$ cat config.mk
export PLATFORM = sky130hd
export DESIGN_NAME = sum_squares
export DESIGN_NICKNAME = d
export VERILOG_FILES = /design/src/rtl/sum_squares.sv
export SDC_FILE = /design/constraint.sdc
export NUM_CORES = 1
export LEC_CHECK = 0
export CORE_ASPECT_RATIO = 1.1
export CORE_MARGIN = 2
export CORE_UTILIZATION = 25
export CTS_CLUSTER_DIAMETER = 40
export DETAILED_ROUTE_END_ITERATION = 8
export PLACE_DENSITY_LB_ADDON = 0.1
export SYNTH_ARGS = -nofsm -noshare
export SYNTH_HDL_FRONTEND = slang
export SYNTH_SLANG_ARGS = --single-unit
$ cat constraint.sdc
create_clock -name clk -period 3.75 [get_ports clk]
set_input_delay 0.75 -clock clk [delete_from_list [all_inputs] [get_ports clk]]
set_output_delay 0.75 -clock clk [all_outputs]
set_load 0.05 [all_outputs]
$ cat src/rtl/sum_squares.sv
// Sums the squares of N_SAMPLES signed samples using a 1-bit/clk shift-add squarer; result saturates at 32 bits.
// Latency: 17 edges from last accept to sum_rdy, 18 cycles/sample; sample_rdy only in WAIT_S, source holds sample.
module sum_squares #(
  parameter int N_SAMPLES = 2,
  parameter int SAMPLE_W  = 16
) (
  input  logic                clk,
  input  logic                rst,
  input  logic                start,
  input  logic [SAMPLE_W-1:0] sample_in,
  input  logic                sample_vld,
  output logic                sample_rdy,
  output logic [31:0]         sum_out,
  output logic                sum_rdy,
  output logic                busy,
  output logic                ovf
);

  localparam int IDX_W = $clog2(SAMPLE_W);
  localparam int MAG_W = SAMPLE_W + 1;
  localparam int CNT_W = 4;

  typedef enum logic [2:0] {IDLE, WAIT_S, SQUARE, ACC, DONE} state_t;

  state_t            state, state_nx;
  logic [31:0]       acc, acc_nx;
  logic [31:0]       product, product_nx;
  logic [31:0]       mcand, mcand_nx;
  logic [MAG_W-1:0]  mplier, mplier_nx;
  logic [IDX_W-1:0]  bit_idx, bit_idx_nx;
  logic [CNT_W-1:0]  cnt, cnt_nx;
  logic              ovf_nx;
  logic [31:0]       sum_out_nx;
  logic [MAG_W-1:0]  mag;
  logic [32:0]       sum33;

  // Sign-extend before negating so -32768 becomes +32768 rather than wrapping.
  always_comb begin
    mag = {1'b0, sample_in};
    if (sample_in[SAMPLE_W-1]) begin
      mag = ~{1'b1, sample_in} + MAG_W'(1);
    end
  end

  assign sum33 = {1'b0, acc} + {1'b0, product};

  always_comb begin
    state_nx   = state;
    acc_nx     = acc;
    product_nx = product;
    mcand_nx   = mcand;
    mplier_nx  = mplier;
    bit_idx_nx = bit_idx;
    cnt_nx     = cnt;
    ovf_nx     = ovf;
    sum_out_nx = sum_out;
    case (state)
      IDLE, DONE: begin
        if (start) begin
          acc_nx   = '0;
          cnt_nx   = '0;
          ovf_nx   = 1'b0;
          state_nx = WAIT_S;
        end
      end
      WAIT_S: begin
        if (sample_vld && sample_rdy) begin
          mcand_nx   = 32'(mag);
          mplier_nx  = mag;
          product_nx = '0;
          bit_idx_nx = '0;
          state_nx   = SQUARE;
        end
      end
      SQUARE: begin
        if (mplier[0]) begin
          product_nx = product + mcand;
        end
        mcand_nx   = mcand << 1;
        mplier_nx  = mplier >> 1;
        bit_idx_nx = bit_idx + IDX_W'(1);
        if (bit_idx == IDX_W'(SAMPLE_W - 1)) begin
          state_nx = ACC;
        end
      end
      ACC: begin
        // Once saturated, stay saturated for the rest of the frame.
        if (sum33[32] || ovf) begin
          acc_nx = '1;
          ovf_nx = 1'b1;
        end else begin
          acc_nx = sum33[31:0];
        end
        cnt_nx = cnt + CNT_W'(1);
        if (cnt == CNT_W'(N_SAMPLES - 1)) begin
          state_nx   = DONE;
          sum_out_nx = acc_nx;
        end else begin
          state_nx = WAIT_S;
        end
      end
      default: state_nx = IDLE;
    endcase
  end

  // Status outputs are registered from the next state so they line up with it.
  always_ff @(posedge clk or negedge rst) begin
    if (!rst) begin
      state      <= IDLE;
      acc        <= '0;
      product    <= '0;
      mcand      <= '0;
      mplier     <= '0;
      bit_idx    <= '0;
      cnt        <= '0;
      ovf        <= 1'b0;
      sum_out    <= '0;
      sum_rdy    <= 1'b0;
      sample_rdy <= 1'b0;
      busy       <= 1'b0;
    end else begin
      state      <= state_nx;
      acc        <= acc_nx;
      product    <= product_nx;
      mcand      <= mcand_nx;
      mplier     <= mplier_nx;
      bit_idx    <= bit_idx_nx;
      cnt        <= cnt_nx;
      ovf        <= ovf_nx;
      sum_out    <= sum_out_nx;
      sum_rdy    <= (state_nx == DONE);
      sample_rdy <= (state_nx == WAIT_S);
      busy       <= (state_nx == WAIT_S) || (state_nx == SQUARE) || (state_nx == ACC);
    end
  end

endmodule
* Word level (Yosys, flattened, before mapping)
Cells that the tools add are included.
** Storage, ports and cells
- Logic and storage cells :: 68
- Flip-flop bits (word level) :: 160
** Operators by class
- Multiplexer cells :: 23
- Eq/ne operators :: 14
- Bitwise gates (word level) :: 1
- Reductions and logical operators :: 13
- Add/sub/neg operators :: 5
** Operators with widths (count)
- $pmux 32 s2 :: 3
- $mux 32 :: 5
- $mux 17 :: 2
- $pmux 17 s2 :: 1
- $add 32x32->33 :: 1
- $add 32x32->32 :: 1
- $add 17x1->17 const B :: 1
- $not 17->17 :: 1
- $pmux 4 s2 :: 2
- $eq 3x2->1 const B :: 4
- $mux 3 :: 4
- $pmux 3 s4 :: 1
- $add 4x1->4 const B :: 2
- $mux 4 :: 2
- $ne 2x2->1 const B :: 4
- $eq 3x1->1 const B :: 2
- $eq 3x3->1 const B :: 2
- $reduce_and 2->1 :: 3
- $reduce_and 3->1 :: 2
- $eq 4x1->1 const B :: 1
- $eq 4x4->1 const B :: 1
- $reduce_bool 2->1 :: 2
- $logic_not 3->1 :: 1
- $logic_or 1x1->1 :: 3
- other kinds (4) :: 5

* Logic depth before layout (Yosys ltp)
- Word-level depth :: 6
- Gate-level depth with buffers :: 11

* Worst setup path before layout
OpenSTA, ideal clock, no wires.
- Path type :: reg-to-reg
- Start :: reg product[0]
- End :: reg product[24]
- Required time :: 3.619 ns
- Setup slack :: 0.958 ns
- Cell stages (with the launch flop) :: 11
- Period minus slack after synthesis :: 2.792 ns
- Data arrival time :: 2.661 ns
- Path through :: dfrtp_1 -> ha_1 -> fa_1 -> a21oi_1 -> o21ai_0 -> nand4_1 -> nand2_1 -> a22o_1 -> a311oi_1 -> a211oi_1 -> or3_1
** Between the ends
- Word-level cells in the longest chain between the ends :: 3
** RTL lines
- start: declaration :: RTL line 27 : logic [31:0] product, product_nx;
- start signal: assignment :: RTL line 124 : product <= product_nx;
- $add 32x32->32 :: RTL line 77 : product_nx = product + mcand;
- $mux 32 :: RTL line 76 : if (mplier[0]) begin
- $pmux 32 s2 :: RTL line 57 : case (state)
No other way between the ends. The select of a mux whose other input is x is not followed.
A chain may end at the register's enable or synchronous reset.

* Worst setup path after layout
- Start :: reg product[0]
- End :: reg acc[3]
** Between the ends
- Word-level cells in the longest chain between the ends :: 4
** RTL lines
- $add 32x32->33 (*) :: RTL line 45 : assign sum33 = {1'b0, acc} + {1'b0, product};
- $logic_or 1x1->1 :: RTL line 88 : if (sum33[32] || ovf) begin
- $mux 32 (*) :: RTL line 88
- $pmux 32 s2 (*) :: RTL line 57
- end signal: assignment :: RTL line 123 : acc <= acc_nx;
- end: declaration :: RTL line 26 : logic [31:0] acc, acc_nx;
Every way passes the cells marked *; elsewhere a longest branch is shown, timed or not.

==> metrics <==
outcome=finished clean; area of the multi-input gates=0.00552 mm2; # resized after CTS=0; CTS tree=built; vias per cell=4.84; most frequent cells in the layout=dfrtp_1 (160), nand2_1 (153), a21oi_1 (113); placed wire-length estimate=20600 um; antenna cells=0; total congestion overflow=0; # setup viols final=0; Synth area leader=dfrtp_1; IO Port Bufs=55; library cells used by synthesis=58; # fillers=4010; crit path DAT=3530 ps; Mean Syn Cell Area=8.71 um2; Post-synth ARST share=1.00; share of post-route cells with drive strength above 1=0.0563; reg2reg setup slack=550 ps; GRT Total Usage=0.144; Post-Syn Area=0.00978 mm2; initial antenna violation count=0; pin count of the biggest net entering global routing=74; fin crit period=3200 ps; Area growth syn-to-layout=18.8%; Slew @ Worst Pin=837 ps; WHS=364 ps; max frequency=0.313 GHz; RSZ-0062 raised after global routing=false; commonest non-fill, non-tap cell in the layout=dfrtp_1; DRC errors left=0; Die X=193 um; Syn Inst Count=1122; Total Power=10.0 mW; Clock Latency Late Sink=450 ps; io pins=56; CP endpoint kind=flip-flop; final hold vios=0; EDFF count, synth=0; drt first pass iters=4; drt total wl=27700 um; # Max-Cap Violations=0; antenna-violating nets left=0; VDD IR max=0.000336 V; Hold Buf Count CTS=0; area share of the largest cell type after synthesis=0.409; Final period util=0.853; # rows=75; first-pass GRT wire length=45900 um; crit path max fanout=39; Register Area=0.00400 mm2; Min-Delay Path Class=in -> async; PwrDens=863 mW/mm2; Reg clk slew, reported paths=70 ps; clock root buffer=clkbuf_16; Iteration-0 DRC Markers=506; core area=0.0384 mm2; skew final=20.0 ps; fin nets=1249; Synth Flop Type=dfrtp_1; Via Count=8099; TritonCTS buffer count=17; Placed Area=0.0109 mm2; Rel. slew slack=0.441; # Post-CTS Setup Buffers=0; crit path kind=reg -> reg; WL/cell=16.6 um; Worst setup SP type=flip-flop; final instance area=0.0116 mm2; Yosys reg bits=160; register area share after synthesis=0.409; Final Slew Violations=0; Die Height=211 um; H-tree depth=4; P_leak=5.35 nW; clock buffer depth=2; number of global-route vias before repair=8154; Critical Path RT=4080 ps; setup_tns=0 ps; Die ar.=0.0407 mm2; starting density of the core=0.255; clock sinks=160; top cells by area, synth=dfrtp_1 (41%), ha_1 (8.6%), nand2_1 (5.9%), a21oi_1 (5.8%), o21ai_0 (5.5%); RD Place Congestion=0.789; syn_nets=1211; Ys Warns=0
-- metal layers --
layer | vias to the layer above | GRT usage | part of all wire
met5 | - | 0 | 0
met3 | 16 | 0.0197 | 0.032
li1 | 4158 | - | -
met4 | 0 | 0.0369 | 0.012
met1 | 3801 | 0.211 | 0.53
met2 | 124 | 0.221 | 0.43
-- critical path, stage by stage, from the launching register on --
cell and delay [ps]:
dfrtp_1 400, ha_1 230, fa_1 430, a211oi_1 300, o21ai_0 190, o211ai_1 260, a211oi_1 160, o22ai_1 290
o211a_1 310, buf_12 230, a21oi_1 100, a21o_1 170
-- per-stage QoR --
stage / setup slack, ps / instances / util
6_report: 552 / 1673 / 0.303
5_1_grt: 300 / 1673 / 0.303
4_1_cts: 503 / 1673 / 0.303
3_5_place_dp: 442 / 1641 / 0.285
3_3_place_gp: 491 / 1641 / 0.285
2_1_floorplan: 958 / 1122 / -
-- registers in the layout, indices dropped and copies added, names as in the netlist --
name / cells
busy: 1
sum_out: 32
state: 3
sum_rdy: 1
acc: 32
bit_idx: 4
product: 32
mplier: 17
sample_rdy: 1
ovf: 1
mcand: 32
cnt: 4
-- area by class of cell --
class / count / area share
Multi-Input combinational cell: 889 / 0.475
Sequential cell: 160 / 0.345
Timing Repair Buffer: 74 / 0.0630
Tap cell: 500 / 0.0538
Clock buffer: 20 / 0.0402
Clock inverter: 12 / 0.0178
Inverter: 18 / 0.00582
-- path summary, 6_finish.rpt --
path                            startpoint        end  cells past startpoint
worst min-delay path                   rst  mplier[2]                      1
worst min register to register      cnt[3]     cnt[3]                      1
worst max-delay path            product[0]     acc[3]                     11
max in group asynchronous              rst    acc[31]                      2
worst max register to register  product[0]     acc[3]                     11
min in group clk                    cnt[3]     cnt[3]                      1
-- kinds of logic after synthesis --
logic type	Yosys count	share of synthesized area
AOI/OAI and AO/OA	391	0.244
xor gates and xnor gates	66	0.0591
adders and majority gates	69	0.0898
buffers and inverters	73	0.0281
DFF	160	0.409
muxes	3	0.00320
and+or+nand+nor	360	0.167
-- cells in the mapped netlist, types with 4 or more instances --
cell type	count
a211o_1	4
a211oi_1	11
a21o_1	42
a21oi_1	114
a221o_1	4
a22o_1	5
a22oi_1	5
a311oi_1	4
a31oi_1	31
and2_1	8
and3_1	16
buf_1	4
clkbuf_1	50
dfrtp_1	160
ha_1	67
inv_1	18
nand2_1	153
nand2b_1	9
nand3_1	33
nand3b_1	6
nand4_1	6
nor2_1	90
nor2b_1	5
nor3_1	11
nor3b_1	4
o211ai_1	7
o21a_1	9
o21ai_0	107
o21bai_1	5
o22ai_1	14
o31ai_1	9
or3_1	6
xnor2_1	31
xor2_1	35
-- where the power goes --
part           internal (mW)  leakage, nW  switching (mW)
logic                   1.80         2.93            3.13
registers               2.44         2.10           0.621
clock network           1.24        0.315           0.788
(Power assumes the default switching activity.)
